==> src/rtl/alu_seq.sv <==
// alu_seq: registered WIDTH-bit ALU with single-cycle ops plus multi-cycle shift-add MULU and restoring DIVU
module alu_seq #(
  parameter int WIDTH = 16,
  parameter int CNT_W = 5
) (
  input  logic             clk,
  input  logic             reset,
  input  logic             start,
  input  logic [4:0]       op,
  input  logic [WIDTH-1:0] a,
  input  logic [WIDTH-1:0] b,
  input  logic             qc,
  output logic             busy,
  output logic             done,
  output logic [WIDTH-1:0] y,
  output logic [WIDTH-1:0] y_hi,
  output logic             carry,
  output logic             overflow,
  output logic             negative,
  output logic             zero
);
  typedef enum logic [1:0] {IDLE, RUN, FIN} state_t;
  state_t r_state, w_state_n;
  logic [CNT_W-1:0] r_cnt;
  logic [WIDTH-1:0] r_hi, r_lo, r_b, r_y, r_yh;
  logic r_mul, r_c, r_v, r_n, r_z;
  logic w_accept, w_mul, w_div, w_last, w_ge;
  logic [WIDTH-1:0] w_bp, w_y, w_yh, w_hi_n, w_lo_n, w_dd;
  logic [WIDTH:0] w_sum, w_msum, w_dt;
  logic w_c, w_v;
  assign w_accept = start && r_state != RUN;
  assign w_mul    = op == 5'h10;
  assign w_div    = op == 5'h11;
  assign w_last   = r_cnt == CNT_W'(WIDTH - 1);
  assign busy     = r_state == RUN;
  assign done     = r_state == FIN;
  assign y        = r_y;
  assign y_hi     = r_yh;
  assign carry    = r_c;
  assign overflow = r_v;
  assign negative = r_n;
  assign zero     = r_z;
  always_comb begin
    w_state_n = r_state == RUN ? (w_last ? FIN : RUN)
              : w_accept ? ((w_mul || (w_div && |b)) ? RUN : FIN)
              : IDLE;
  end
  always_ff @(posedge clk) begin
    if (reset) r_state <= IDLE;
    else       r_state <= w_state_n;
  end
  always_comb begin
    w_bp = op == 5'h01 ? WIDTH'(1)
         : op == 5'h03 ? b + WIDTH'(qc)
         : op == 5'h04 ? ~b + WIDTH'(qc)
         : op == 5'h05 ? ~b + WIDTH'(1)
         : op == 5'h06 ? {WIDTH{1'b1}}
         : b;
    w_sum = {1'b0, a} + {1'b0, w_bp};
    w_y   = '0;
    w_yh  = '0;
    w_c   = 1'b0;
    w_v   = 1'b0;
    case (op)
      5'h01, 5'h02, 5'h03, 5'h04, 5'h05, 5'h06: begin
        w_y = w_sum[WIDTH-1:0];
        w_c = w_sum[WIDTH];
        w_v = a[WIDTH-1] ^ w_bp[WIDTH-1] ^ w_sum[WIDTH-1] ^ w_sum[WIDTH];
      end
      5'h00, 5'h07: w_y = a;
      5'h08: w_y = a & b;
      5'h09: w_y = a | b;
      5'h0A: w_y = a ^ b;
      5'h0B: w_y = ~a;
      5'h0C: w_y = b;
      5'h0D: begin
        w_y = {1'b0, b[WIDTH-1:1]};
        w_c = b[0];
      end
      5'h0E: begin
        w_y = {b[WIDTH-2:0], 1'b0};
        w_c = b[WIDTH-1];
      end
      // only reachable as a single-cycle op when dividing by zero
      5'h11: begin
        w_y  = {WIDTH{1'b1}};
        w_yh = a;
        w_v  = 1'b1;
      end
      default: w_y = '0;
    endcase
  end
  // r_hi/r_lo hold partial product (MUL) or remainder/shifting dividend-quotient (DIV)
  always_comb begin
    w_msum = {1'b0, r_hi} + (r_lo[0] ? {1'b0, r_b} : '0);
    w_dt   = {r_hi, r_lo[WIDTH-1]};
    w_ge   = w_dt >= {1'b0, r_b};
    w_dd   = w_dt[WIDTH-1:0] - r_b;
    w_hi_n = r_mul ? w_msum[WIDTH:1] : (w_ge ? w_dd : w_dt[WIDTH-1:0]);
    w_lo_n = r_mul ? {w_msum[0], r_lo[WIDTH-1:1]} : {r_lo[WIDTH-2:0], w_ge};
  end
  always_ff @(posedge clk) begin
    if (reset) begin
      r_y  <= '0;
      r_yh <= '0;
      r_c  <= 1'b0;
      r_v  <= 1'b0;
      r_n  <= 1'b0;
      r_z  <= 1'b1;
    end else if (r_state == RUN) begin
      r_hi  <= w_hi_n;
      r_lo  <= w_lo_n;
      r_cnt <= r_cnt + 1'b1;
      if (w_last) begin
        r_y  <= w_lo_n;
        r_yh <= w_hi_n;
        r_c  <= r_mul && |w_hi_n;
        r_v  <= r_mul && |w_hi_n;
        r_n  <= r_mul ? w_hi_n[WIDTH-1] : w_lo_n[WIDTH-1];
        r_z  <= r_mul ? ~|{w_hi_n, w_lo_n} : ~|w_lo_n;
      end
    end else if (w_accept) begin
      if (w_state_n == RUN) begin
        r_mul <= w_mul;
        r_b   <= b;
        r_hi  <= '0;
        r_lo  <= a;
        r_cnt <= '0;
      end else begin
        r_y  <= w_y;
        r_yh <= w_yh;
        r_c  <= w_c;
        r_v  <= w_v;
        r_n  <= w_y[WIDTH-1];
        r_z  <= ~|w_y;
      end
    end
  end
endmodule

==> config.mk <==
export PLATFORM = sky130hd
export DESIGN_NAME = alu_seq
export DESIGN_NICKNAME = d
export VERILOG_FILES = /design/src/rtl/alu_seq.sv
export SDC_FILE = /design/constraint.sdc
export NUM_CORES = 1
export LEC_CHECK = 0
export BUFFER_PORTS_ARGS = -buffer_cell sky130_fd_sc_hd__buf_4
export CORE_AREA = 8 8 113 219
export CTS_CLUSTER_SIZE = 24
export DETAILED_ROUTE_END_ITERATION = 12
export DIE_AREA = 0 0 121 227
export HOLD_SLACK_MARGIN = 0.1
export PLACE_DENSITY_LB_ADDON = 0.2
export SLEW_MARGIN = 40
export SYNTH_ARGS = -nofsm -noshare
export SYNTH_HDL_FRONTEND = slang
export SYNTH_SLANG_ARGS = --single-unit
export TNS_END_PERCENT = 100
==> constraint.sdc <==
create_clock -name clk -period 5.76 [get_ports clk]
set_clock_uncertainty 0.2 [all_clocks]
set_input_delay 0.864 -clock clk [delete_from_list [all_inputs] [get_ports clk]]
set_output_delay 0.864 -clock clk [all_outputs]
set_load 0.01 [all_outputs]
Word level (Yosys, flattened, before mapping)
Cells that the tools add are included.
- register bits after elaboration: 92
- bits of input ports: 41
- output and inout bits: 38
- logic and storage cells: 124
- add/subtract/negate cells: 7
- order comparisons: 1
- eq/ne operators: 23
- muxes and demuxes: 51
- bitwise gates (word level): 10
- reductions and logical operators: 20
- operator list (cell ; count):
    16-bit 2-to-1 mux ; 24
    16-bit case mux with 10 select lines ; 1
    16-bit OR reduction ; 4
    5-bit by 4-bit == test with 1-bit output (second input constant) ; 8
    16-bit by 16-bit adder with 17-bit output ; 2
    16-bit by 1-bit adder with 16-bit output ; 2
    16-bit NOT ; 2
    32-bit OR reduction ; 1
    5-bit by 3-bit == test with 1-bit output (second input constant) ; 4
    17-bit by 16-bit >= comparator with 1-bit output ; 1
    1-bit 2-to-1 mux ; 17
    16-bit by 1-bit adder with 16-bit output (second input constant) ; 1
    16-bit bitwise AND ; 1
    16-bit bitwise OR ; 1
    16-bit subtractor ; 1
    16-bit bitwise XOR ; 1
    5-bit 2-to-1 mux ; 3
    5-bit by 2-bit == test with 1-bit output (second input constant) ; 2
    5-bit == test (second input constant) ; 2
    2-bit 2-to-1 mux ; 4
    3-bit AND reduction ; 2
    6-bit OR reduction ; 1
    5-bit by 1-bit adder with 5-bit output (second input constant) ; 1
    5-bit by 1-bit == test with 1-bit output (second input constant) ; 1
    other kinds (15) ; 25

Longest topological paths before layout
Gate-level depths: netlist of the first run.
- depth after elaboration: 13
- depth in mapped cells: 24
- mapped depth without buffers: 21

Worst setup path after synthesis of the first run
Ideal clock, no wire load.
- path kind: input to register
- start: input op[4]
- end: register r_z (netlist: zero)
- library setup time: 59 ps
- arrival: 5362 ps
- data required time: 5501 ps
- setup slack: 139 ps
- cell stages on the path: 23
- path buffers: 4
- path through: clkbuf_1 -> or3b_2 -> clkbuf_1 -> or3b_2 -> clkbuf_1 -> a31oi_1 -> nor2_1 -> o21ai_0 -> o21ai_0 -> nand2_1 -> a21oi_1 -> a211oi_1 -> ha_1 -> clkbuf_1 -> and3_1 -> and3_1 -> a2111oi_0 -> a21oi_1 -> xor2_1 -> a2111oi_0 -> nand2_1 -> nand4_1 -> o311a_1
- word-level cells in the longest chain between the ends: 13
- elaborated cells between the ends (all ways): 39
- classes of those cells: add/sub: 1; eq/ne: 18; mux: 12; reduce/logical: 8
- RTL lines (what ; line ; RTL):
    start, declared ; 9 ; input logic [4:0] op,
    5-bit by 3-bit == test with 1-bit output ; 57, 64 ;
    16-bit 2-to-1 mux ; 57 ; : op == 5'h06 ? {WIDTH{1'b1}}
    16-bit 2-to-1 mux ; 56 ; : op == 5'h05 ? ~b + WIDTH'(1)
    16-bit 2-to-1 mux ; 55 ; : op == 5'h04 ? ~b + WIDTH'(qc)
    16-bit 2-to-1 mux ; 54 ; : op == 5'h03 ? b + WIDTH'(qc)
    16-bit 2-to-1 mux ; 53 ; w_bp = op == 5'h01 ? WIDTH'(1)
    16-bit by 16-bit adder with 17-bit output ; 59 ; w_sum = {1'b0, a} + {1'b0, w_bp};
    16-bit case mux with 10 select lines ; 64 ; case (op)
    16-bit OR reduction ; 135 ; r_z <= ~|w_y;
    1-bit zero test ; 135 ;
    1-bit 2-to-1 mux ; 123 ; if (w_state_n == RUN) begin
    1-bit 2-to-1 mux ; 122 ; end else if (w_accept) begin
    1-bit 2-to-1 mux ; 110 ; end else if (r_state == RUN) begin
    end signal, assigned ; 120 ; r_z <= r_mul ? ~|{w_hi_n, w_lo_n} : ~|w_lo_n;
    end signal, assigned ; 135 ;
    end, declared ; 26 ; logic r_mul, r_c, r_v, r_n, r_z;
Parallel ways exist; a longest one is shown, timed or not. The select of a mux whose other input is x is not followed.
A chain may end at the register's enable or synchronous reset.

Final worst setup path of the first run
Same ends and word-level chain as after synthesis.

==> impl_metrics.env, run 1 <==
export IMPL_wirelength_mm=35.7
export IMPL_cts_hold_buffers=0
export IMPL_timing_critical_path_required_ns=5.85
export IMPL_async_reset_ff_frac=0
export IMPL_cts_made_buffers=9
export IMPL_report_power_total_mw=1.96
export IMPL_tritoncts="built"
export IMPL_fill_cells=2150
export IMPL_timing_reg2reg_worst_path_depth=12
export IMPL_cp_cell_sequence="buf_4, or3b_2, or3b_2, nor2_1, nor3_1, a211oi_1, nor3_1, fa_1, a211oi_1, buf_4, o21bai_1, a2111oi_2, buf_4, nor3_1, a211oi_1, buf_4, nand4_1, nor4_1, nand2_1, nand4_1, o311a_1"
export IMPL_wl_met3_mm=2.45
export IMPL_post_cts_setup_buffer_count=0
export IMPL_dr_first_iter_drc_count=1040
export IMPL_worst_path_max_fanout=7
export IMPL_initial_core_util=0.443
export IMPL_crit_cells=21
export IMPL_crit_share_post_route=0.934
export IMPL_maxCapViolations=0
export IMPL_number_of_nets_in_the_layout=1438
export IMPL_via_per_inst=6.41
export IMPL_yosys_warnings=0
export IMPL_clock_sinks=92
export IMPL_finalSetupViolations=0
export IMPL_clkSlewWorstSetupHoldPaths_ns=0.07
export IMPL_pins_over_their_slew_limit=0
export IMPL_worst_slew_margin_rel=0.421
export IMPL_sequential_element_share_of_the_synthesized_area=0.246
export IMPL_critical_path_top_delay_family="simple AND/OR/NAND/NOR gates"
export IMPL_layout_cell_area_non_filler_um2=11000
export IMPL_worst_slew_pin_tran_ns=0.866
export IMPL_fp_dieH_um=227
export IMPL_post_synth_top_count_cell="nor2_1"
export IMPL_postSynth_topFlopCell="edfxtp_1"
export IMPL_number_of_antenna_violations_at_the_first_check_in_global_routing=0
export IMPL_ys_top_cells_by_area="edfxtp_1 (17%), ha_1 (11%), dfxtp_1 (7.8%)"
export IMPL_grt_setup_unrepaired="no"
export IMPL_fp_coreArea_um2=21900
export IMPL_post_dp_hpwl_mm=27.5
export IMPL_net_switching_power_mw=0.619
export IMPL_grt_pass1_wl_mm=54.7
export IMPL_dr_max_layer_used="met4"
export IMPL_cellPowerDensity_nw_per_um2=178
export IMPL_worst_setup_path_type="input pin to flip-flop"
export IMPL_portBuffers=78
export IMPL_cts_max_path_buffers=2
export IMPL_route_layer_met1_wl_mm=14.9
export IMPL_worst_path_largest_cell_delay_ns=0.57
export IMPL_synth_top_area_frac=0.167
export IMPL_power_frac_seq=0.374
export IMPL_wl_per_cell_um=22.5
export IMPL_power_ir_vdd_worst_mv=0.172
export IMPL_floorplan_die_width_um=121
export IMPL_critical_path_top_cell_by_count="buf_4"
export IMPL_post_synth_top_area_cell="edfxtp_1"
export IMPL_met2WireLength_mm=16.8
export IMPL_final_core_util=0.505
export IMPL_crit_slowest_cell="or3b_2"
export IMPL_clock_insertion_delay_worst_skew_ns=0.35
export IMPL_cp_buffers_inverters=4
export IMPL_synth_lib_cells_used_distinct=88
export IMPL_timing_final_hold_violations=0
export IMPL_post_cts_resize_count=0
export IMPL_route_antenna_remaining_nets=0
export IMPL_switching_share=0.315
export IMPL_globalRoute_totalOverflow=0
export IMPL_synthesis_nets=1367
export IMPL_finalWeightedCongestion=0.949
export IMPL_synth_seq_cells=92
export IMPL_drc=0
export IMPL_antenna_cells=0
export IMPL_critical_path_end_type="flip-flop"
export IMPL_postLayoutSetupSlackWorst_ns=0.380
export IMPL_hp_class="flip-flop to flip-flop"
export IMPL_number_of_global_route_vias_before_repair=9884
export IMPL_pin_count_of_the_biggest_net_entering_global_routing=43
export IMPL_root_driver="clkbuf_16"
export IMPL_synth_enable_flop_cells=54
export IMPL_area_delta_synth_final_pct=13.9
export IMPL_p_leak_nw=4.63
export IMPL_row_count=77
export IMPL_cp_data_arrival_time_ns=5.47
export IMPL_start_kind="input pin"
export IMPL_place_worst_setup_slack_ns=-0.130
export IMPL_number_of_levels_in_the_clock_h_tree=3
export IMPL_min_period_ns=5.38
export IMPL_placedInstanceArea_um2=10700
export IMPL_ys_top_cells_by_count="nor2_1 (124), a21oi_1 (96), nand2_1 (89)"
export IMPL_synth_cells=1236
export IMPL_status="finished clean"
export IMPL_pwr_share_clk=0.327
export IMPL_share_comb_of_total_power=0.299
export IMPL_hold_path_cell_count=2
export IMPL_global_route_usage_total=0.254
export IMPL_max_freq_mhz=186
export IMPL_synth_cell_area_um2=9690
export IMPL_vias=10177
export IMPL_design_portCount=79
export IMPL_layout_drive_gt1_share=0.148
export IMPL_syn_area_per_cell_um2=7.84
export IMPL_whs_ns=0.255
export IMPL_design_die_area_um2=27500
export IMPL_initial_drt_pass_iterations=7
export IMPL_internal_power_mw=1.34
[sequential cells by signal, indices dropped and copies added, names as in the netlist]
signal and flops:
negative 1, r_mul 1, overflow 1, r_cnt 5
y 16, r_b 16, zero 1, r_lo 16
r_state 2, r_hi 16, y_hi 16, carry 1
[layer usage]
| metal | GRT usage | up-vias |
|---|---|---|
| met2 | 0.423 | 493 |
| met5 | 0 | - |
| met3 | 0.0315 | 82 |
| met4 | 0.118 | 0 |
| met1 | 0.319 | 4840 |
| li1 | - | 4762 |
[worst register-to-register path: stages (launching register included)]
cell	delay, ns
edfxtp_1	0.70
and2_1	0.31
ha_1	0.32
nor2b_1	0.19
o31ai_1	0.43
a211oi_1	0.24
or3_1	0.40
a311o_1	0.42
nor4_2	0.29
nand4_1	0.17
or4_4	0.49
a31oi_1	0.27
o22ai_1	0.10
[logic make-up after synthesis]
kind of cell    after synthesis  synth area share
compound gates              382             0.266
xor+xnor                     39            0.0352
fa+ha+maj                    90             0.119
buf+inv                     147            0.0706
flops                        92             0.246
mux                          23            0.0241
simple gates                463             0.239
[cell usage in the layout, fill, tap and decap left out, drive strengths merged, types with 6 or more instances in the layout]
cell and n:
o21a 11, o21ai 59, o211ai 18, a211oi 48, ha 87, and2 27, a31oi 13, a22oi 12
dfxtp 38, inv 66, xor2 11, a21oi 96, nand2b 10, or3 13, edfxtp 54, a211o 7
o31a 6, mux2i 20, a221oi 12, o22ai 9, a21o 13, and3 18, a21boi 18, nand2 90
buf 141, clkbuf 9, nor4 14, or2 9, nand3 39, nand4 13, nor2b 10, a2111oi 8
nor2 124, nor3 64, xnor2 28
[worst paths after layout]
kind | startpoint | end | slack (ns)
setup reg to reg | r_lo[0]$_DFFE_PP_ | overflow$_SDFFE_PP0P_ | 1.09
hold / removal | y[5]$_SDFFE_PP0P_ | y[5]$_SDFFE_PP0P_ | 0.25
hold reg to reg | y[5]$_SDFFE_PP0P_ | y[5]$_SDFFE_PP0P_ | 0.25
setup / recovery | op[4] | zero$_SDFFE_PP1P_ | 0.38
[power by group through the flow]
stage	clock, mW	sequential, mW	combinational, mW
3_3_place_gp	0	0.747	0.562
5_1_grt	0.668	0.736	0.635
6_report	0.641	0.733	0.588
4_1_cts	0.647	0.734	0.572
2_1_floorplan	0	0.752	0.331
3_5_place_dp	0	0.748	0.569
[layout make-up]
type                            count  area [µm²]  share of cell area
Sequential cell                    92        2380               0.216
Timing Repair Buffer              141        1060              0.0962
Multi-Input combinational cell    997        6680               0.605
Clock buffer                        9         225              0.0204
Inverter                           66         248              0.0224
Tap cell                          276         345              0.0313
Clock inverter                      7        98.8             0.00895
[metrics by stage]
stage                     std cells  setup TNS (ns)
after floorplan                1236               0
after global placement         1571         -0.0490
after detailed placement       1571          -0.130
after CTS                      1587               0
after global routing           1588               0
final                          1588               0
Power figures use the tool's default switching activity.
==> run 2, diff against run 1 <==
--- a/config.mk
+++ b/config.mk
@@ -6,10 +6,11 @@
 export NUM_CORES = 1
 export LEC_CHECK = 0
 export BUFFER_PORTS_ARGS = -buffer_cell sky130_fd_sc_hd__buf_4
-export CORE_AREA = 8 8 113 219
+export CORE_AREA = 8 8 137 266
+export CTS_BUF_LIST = sky130_fd_sc_hd__clkbuf_8
 export CTS_CLUSTER_SIZE = 24
 export DETAILED_ROUTE_END_ITERATION = 12
-export DIE_AREA = 0 0 121 227
+export DIE_AREA = 0 0 145 274
 export HOLD_SLACK_MARGIN = 0.1
 export PLACE_DENSITY_LB_ADDON = 0.2
 export SLEW_MARGIN = 40
==> run 2 against run 1 <==
  * Register-to-register slack got worse by 0.38 ns
  * Sequential share of layout area is 0.74 points lower
  * Maximum frequency shrank 1.0%
  * Largest power group unchanged
  * Cell area is 3.5% higher
  * Sequential cell count stayed put
  * Die area rose by 45%
  * Setup slack lost 0.055 ns
==> impl_metrics.env, run 2 (same netlist as run 1, synthesis figures left out) <==
export IMPL_layout_area_seq_um2=2380
export IMPL_cts_max_path_buffers=2
export IMPL_cp_data_arrival_time_ns=5.57
export IMPL_report_power_total_mw=1.85
export IMPL_final_common_cell="buf_4"
export IMPL_post_cts_resize_count=0
export IMPL_clock_sinks=92
export IMPL_initial_core_util=0.295
export IMPL_area_delta_synth_final_pct=18.0
export IMPL_p_leak_nw=4.80
export IMPL_finalWeightedCongestion=0.932
export IMPL_via_per_inst=5.72
export IMPL_global_route_usage_total=0.207
export IMPL_tritoncts="built"
export IMPL_worst_slew_margin_rel=0.416
export IMPL_timing_final_hold_violations=0
export IMPL_timing_reg2reg_worst_path_depth=14
export IMPL_post_dp_hpwl_mm=34.5
export IMPL_numPlacedInstances=1766
export IMPL_hp_class="flip-flop to flip-flop"
export IMPL_number_of_levels_in_the_clock_h_tree=3
export IMPL_worst_path_largest_cell_delay_ns=0.56
export IMPL_design_portCount=79
export IMPL_pins_over_their_slew_limit=0
export IMPL_critical_path_top_cell_by_count="buf_4"
export IMPL_floorplan_die_width_um=145
export IMPL_finalSetupViolations=0
export IMPL_root_driver="clkbuf_8"
export IMPL_cts_hold_buffers=0
export IMPL_number_of_nets_in_the_layout=1476
export IMPL_final_core_util=0.348
export IMPL_placedInstanceArea_um2=11200
export IMPL_hp_start="y[5]$_SDFFE_PP0P_"
export IMPL_pin_count_of_the_biggest_net_entering_global_routing=48
export IMPL_status="finished clean"
export IMPL_worst_slew_pin_tran_ns=0.873
export IMPL_maxCapViolations=0
export IMPL_ff2ff_setup_slack_ns=0.71
export IMPL_wirelength_mm=42.1
export IMPL_timing_critical_path_required_ns=5.90
export IMPL_initial_drt_pass_iterations=5
export IMPL_timing_hold_worst_endpoint="y[5]$_SDFFE_PP0P_"
export IMPL_vias=10187
export IMPL_max_freq_mhz=184
export IMPL_layout_drive_gt1_share=0.170
export IMPL_start_kind="input pin"
export IMPL_fill_cells=3488
export IMPL_fp_dieH_um=274
export IMPL_critical_path_end_type="flip-flop"
export IMPL_clock_insertion_delay_worst_skew_ns=0.39
export IMPL_min_period_ns=5.43
export IMPL_multi_input_comb_area_um2=6680
export IMPL_fin_tns_setup_ns=0
export IMPL_crit_slowest_cell="or3b_2"
export IMPL_design_die_area_um2=39700
export IMPL_worstReg2RegStart="r_lo[0]$_DFFE_PP_"
export IMPL_wl_per_cell_um=23.6
export IMPL_dr_first_iter_drc_count=492
export IMPL_fp_coreArea_um2=32800
export IMPL_cp_cell_sequence="buf_4, or3b_2, or3b_2, a31oi_1, buf_4, nor2_1, nand2_1, a21oi_1, a31oi_1, nor2_1, a211oi_1, ha_1, buf_4, o211a_1, a21oi_1, o22ai_1, a2111oi_0, buf_4, nand4_1, nor4_1, buf_4, nand2_1, nand4_1, o311a_1"
export IMPL_worst_setup_path_type="input pin to flip-flop"
export IMPL_row_count=94
export IMPL_number_of_antenna_violations_at_the_first_check_in_global_routing=1
export IMPL_cts_made_buffers=9
export IMPL_rr_endpoint="overflow$_SDFFE_PP0P_"
export IMPL_globalRoute_totalOverflow=0
export IMPL_grt_pass1_wl_mm=63.0
export IMPL_layout_cell_area_non_filler_um2=11400
export IMPL_cellPowerDensity_nw_per_um2=162
export IMPL_number_of_global_route_vias_before_repair=10795
export IMPL_hold_path_cell_count=2
export IMPL_worst_path_max_fanout=5
export IMPL_clkSlewWorstSetupHoldPaths_ns=0.10
export IMPL_instances_no_fill=1782
export IMPL_route_antenna_remaining_nets=0
export IMPL_layout_common_cells="buf_4 (177), nor2_1 (123), a21oi_1 (95)"
export IMPL_power_ir_vdd_worst_mv=0.117
export IMPL_drc=0
export IMPL_crit_share_post_route=0.944
export IMPL_portBuffers=78
export IMPL_post_cts_setup_buffer_count=0
-- run 2: cell type report --
type,count,share of cell area
well taps,432,0.0473
flip-flops and latches,92,0.208
diodes,1,0.000219
repair buffers,179,0.120
multi-input cells,997,0.584
inverters,66,0.0217
clock buffers,9,0.0108
clock inverters,6,0.00766
-- run 2: critical path, delay by kind of cell --
family / cells / cell delay, ns
buffers and inverters: 5 / 0.84
adders and majority gates: 1 / 0.28
AOI/OAI and AO/OA: 9 / 1.78
and+or+nand+nor: 9 / 1.80
-- run 2: worst max path at each step --
stage,slack [ns],start,endpoint,cells after the start
6_report,0.33,op[4],zero$_SDFFE_PP1P_,24
5_1_grt,-0.003,op[4],zero$_SDFFE_PP1P_,23
4_1_cts,0.24,op[4],zero$_SDFFE_PP1P_,23
3_5_place_dp,-0.16,op[4],zero$_SDFFE_PP1P_,23
3_3_place_gp,-0.12,op[4],zero$_SDFFE_PP1P_,23
2_1_floorplan,0.14,op[4],zero$_SDFFE_PP1P_,23
-- run 2: where the power goes --
group / internal [mW] / total, mW / switching [mW]
registers: 0.717 / 0.734 / 0.0164
clock network: 0.244 / 0.484 / 0.240
logic: 0.263 / 0.629 / 0.367
total: 1.22 / 1.85 / 0.623
-- run 2: metal layers --
layer | up-vias | part of all wire | global-route usage
met5 | - | 0 | 0
met4 | 0 | 0.090 | 0.190
met3 | 164 | 0.026 | 0.0173
met2 | 299 | 0.57 | 0.421
met1 | 4895 | 0.32 | 0.171
li1 | 4829 | - | -
-- run 2: through the flow --
stage	worst slack, ns	hold WS, ns
2_1_floorplan	0.139	0.276
3_3_place_gp	-0.121	0.244
3_5_place_dp	-0.159	0.249
4_1_cts	0.239	0.261
5_1_grt	-0.00291	0.286
6_report	0.325	0.258
==> run 3, diff against run 2 <==
--- a/config.mk
+++ b/config.mk
@@ -13,7 +13,7 @@
 export DIE_AREA = 0 0 145 274
 export HOLD_SLACK_MARGIN = 0.1
 export PLACE_DENSITY_LB_ADDON = 0.2
-export SLEW_MARGIN = 40
+export RECOVER_POWER = 100
 export SYNTH_ARGS = -nofsm -noshare
 export SYNTH_HDL_FRONTEND = slang
 export SYNTH_SLANG_ARGS = --single-unit
==> run 3 against run 2 <==
  * The run now ends with max-capacitance violations, max-slew violations left
  * Via count barely moved
  * First-iteration DRC count rose by 10%
  * Combinational power fell by 3.7%
  * Non-clock buffer count did not move
  * Critical path type unchanged
  * Maximum frequency fell by 0.34%
  * Largest power group unchanged
==> impl_metrics.env, run 3 (same netlist as run 1, synthesis figures left out) <==
export IMPL_status="finished, violations left"
export IMPL_violations="max-capacitance violations, max-slew violations"
export IMPL_cts_made_buffers=9
export IMPL_hp_class="flip-flop to flip-flop"
export IMPL_number_of_levels_in_the_clock_h_tree=3
export IMPL_maxCapViolations=2
export IMPL_initial_drt_pass_iterations=5
export IMPL_clock_insertion_delay_worst_skew_ns=0.39
export IMPL_globalRoute_totalOverflow=0
export IMPL_worst_setup_path_endpoint="zero$_SDFFE_PP1P_"
export IMPL_placedInstanceArea_um2=11200
export IMPL_worst_slew_margin_rel=-0.480
export IMPL_tritoncts="built"
export IMPL_start_kind="input pin"
export IMPL_post_dp_hpwl_mm=34.5
export IMPL_cp_data_arrival_time_ns=5.59
export IMPL_finalSetupViolations=0
export IMPL_root_driver="clkbuf_8"
export IMPL_worst_setup_path_type="input pin to flip-flop"
export IMPL_grt_pass1_wl_mm=63.5
export IMPL_ff2ff_setup_slack_ns=0.76
export IMPL_switching_share=0.359
export IMPL_multi_input_comb_area_um2=6650
export IMPL_crit_slowest_cell="clkbuf_1"
export IMPL_fill_cells=3528
export IMPL_net_switching_power_mw=0.622
export IMPL_route_antenna_remaining_nets=0
export IMPL_power_ir_vdd_worst_mv=0.0976
export IMPL_min_period_ns=5.45
export IMPL_global_route_usage_total=0.210
export IMPL_layout_common_cells="nor2_1 (124), buf_4 (115), a21oi_1 (96)"
export IMPL_place_worst_setup_slack_ns=-0.138
export IMPL_drc=0
export IMPL_number_of_global_route_vias_before_repair=10818
export IMPL_grt_setup_unrepaired="no"
export IMPL_critical_path_top_cell_by_count="buf_4"
export IMPL_p_leak_nw=4.52
export IMPL_layout_cell_area_non_filler_um2=11100
export IMPL_worst_slew_pin_tran_ns=2.22
export IMPL_vias=10178
export IMPL_portBuffers=78
export IMPL_postLayoutSetupSlackWorst_ns=0.307
export IMPL_critical_path_end_type="flip-flop"
export IMPL_share_comb_of_total_power=0.350
export IMPL_wirelength_mm=42.4
export IMPL_wl_per_cell_um=23.8
export IMPL_design_die_area_um2=39700
export IMPL_finalWeightedCongestion=0.932
export IMPL_dr_first_iter_drc_count=543
export IMPL_crit_start="b[2]"
export IMPL_layout_drive_gt1_share=0.122
export IMPL_cts_max_path_buffers=2
export IMPL_crit_share_post_route=0.947
export IMPL_floorplan_die_width_um=145
export IMPL_design_portCount=79
export IMPL_layout_area_seq_um2=2380
export IMPL_power_frac_seq=0.423
export IMPL_timing_reg2reg_worst_path_depth=14
export IMPL_pins_over_their_slew_limit=52
export IMPL_final_common_cell="nor2_1"
export IMPL_clkSlewWorstSetupHoldPaths_ns=0.09
export IMPL_cp_cell_sequence="clkbuf_1, nand3_1, nor4_1, buf_4, and3_1, nand3_1, or3_1, xnor2_1, a211oi_1, buf_4, ha_1, nor3b_1, mux2i_1, buf_4, nand4bb_1, nor4_1, buf_4, nand2_1, nand4_1, o311a_1"
export IMPL_rr_endpoint="overflow$_SDFFE_PP0P_"
export IMPL_via_per_inst=5.71
export IMPL_timing_final_hold_violations=0
export IMPL_initial_core_util=0.295
export IMPL_fp_coreArea_um2=32800
export IMPL_fp_dieH_um=274
export IMPL_cellPowerDensity_nw_per_um2=156
export IMPL_clock_sinks=92
export IMPL_worst_path_largest_cell_delay_ns=0.66
export IMPL_timing_critical_path_required_ns=5.90
export IMPL_worstReg2RegStart="r_lo[0]$_DFFE_PP_"
export IMPL_number_of_antenna_violations_at_the_first_check_in_global_routing=2
export IMPL_row_count=94
export IMPL_max_freq_mhz=183
export IMPL_worst_path_max_fanout=14
export IMPL_area_delta_synth_final_pct=14.7
export IMPL_pin_count_of_the_biggest_net_entering_global_routing=48
export IMPL_number_of_nets_in_the_layout=1476
export IMPL_internal_power_mw=1.11
export IMPL_pwr_share_clk=0.228
## run 3: cell types whose count changed in the layout (fill, tap and decap cells not counted), sizes merged
cell	before	now
clkbuf	9	72
diode	1	2
bufinv	2	0
clkinvlp	0	2
buf	179	116
## run 3: stage by stage
step / util / TNS [ns] / total power, mW / hold slack, ns / instances
6_report: 0.339 / 0 / 1.73 / 0.257 / 1783
5_1_grt: 0.339 / 0 / 1.82 / 0.288 / 1783
4_1_cts: 0.346 / 0 / 1.76 / 0.261 / 1781
3_5_place_dp: 0.341 / -0.303 / 1.37 / 0.249 / 1766
3_3_place_gp: 0.341 / -0.261 / 1.36 / 0.244 / 1766
2_1_floorplan: - / 0 / 1.08 / 0.276 / 1236
## run 3: cell type report
cell class,count,area share
multi-input combinational,997,0.598
antenna,2,0.000450
inverter,66,0.0223
timing repair buffer,179,0.101
clock buffer,9,0.0111
sequential,92,0.214
tap,432,0.0486
clock inverter,6,0.00360
## run 3: worst max-delay path: cells and delay by family
| kind | cells | cell delay [ns] |
|---|---|---|
| and+or+nand+nor | 10 | 2.10 |
| buffers and inverters | 5 | 1.38 |
| AOI/OAI and AO/OA | 2 | 0.66 |
| muxes | 1 | 0.17 |
| adders and majority gates | 1 | 0.26 |
| xor gates and xnor gates | 1 | 0.15 |
## run 3: power groups by stage
stage / Combinational (mW) / Clock (mW) / Sequential, mW
after floorplan: 0.331 / 0 / 0.752
after global placement: 0.614 / 0 / 0.749
after detailed placement: 0.617 / 0 / 0.749
after CTS: 0.620 / 0.404 / 0.734
after global routing: 0.659 / 0.423 / 0.736
final: 0.606 / 0.395 / 0.733
## run 3: what timing repair did
item	in CTS	in global routing
hold buffers	0	0
buffers inserted	0	0
endpoints found under the setup margin	0	3
resized for setup	0	5
## run 3: how the worst min path moves through the flow
stage / startpoint / endpoint / slack (ns) / depth (start not counted)
6_report: y[5]$_SDFFE_PP0P_ / y[5]$_SDFFE_PP0P_ / 0.26 / 2
5_1_grt: y[5]$_SDFFE_PP0P_ / y[5]$_SDFFE_PP0P_ / 0.29 / 2
4_1_cts: y[5]$_SDFFE_PP0P_ / y[5]$_SDFFE_PP0P_ / 0.26 / 2
3_5_place_dp: y[5]$_SDFFE_PP0P_ / y[5]$_SDFFE_PP0P_ / 0.25 / 2
3_3_place_gp: y[11]$_SDFFE_PP0P_ / y[11]$_SDFFE_PP0P_ / 0.24 / 2
2_1_floorplan: y[2]$_SDFFE_PP0P_ / y[2]$_SDFFE_PP0P_ / 0.28 / 2
## run 3: metal layers
| metal | up-vias | part of all wire | global-route usage |
|---|---|---|---|
| met2 | 309 | 0.57 | 0.429 |
| met3 | 150 | 0.028 | 0.0196 |
| met5 | - | 0 | 0 |
| met1 | 4899 | 0.32 | 0.175 |
| li1 | 4820 | - | - |
| met4 | 0 | 0.082 | 0.181 |
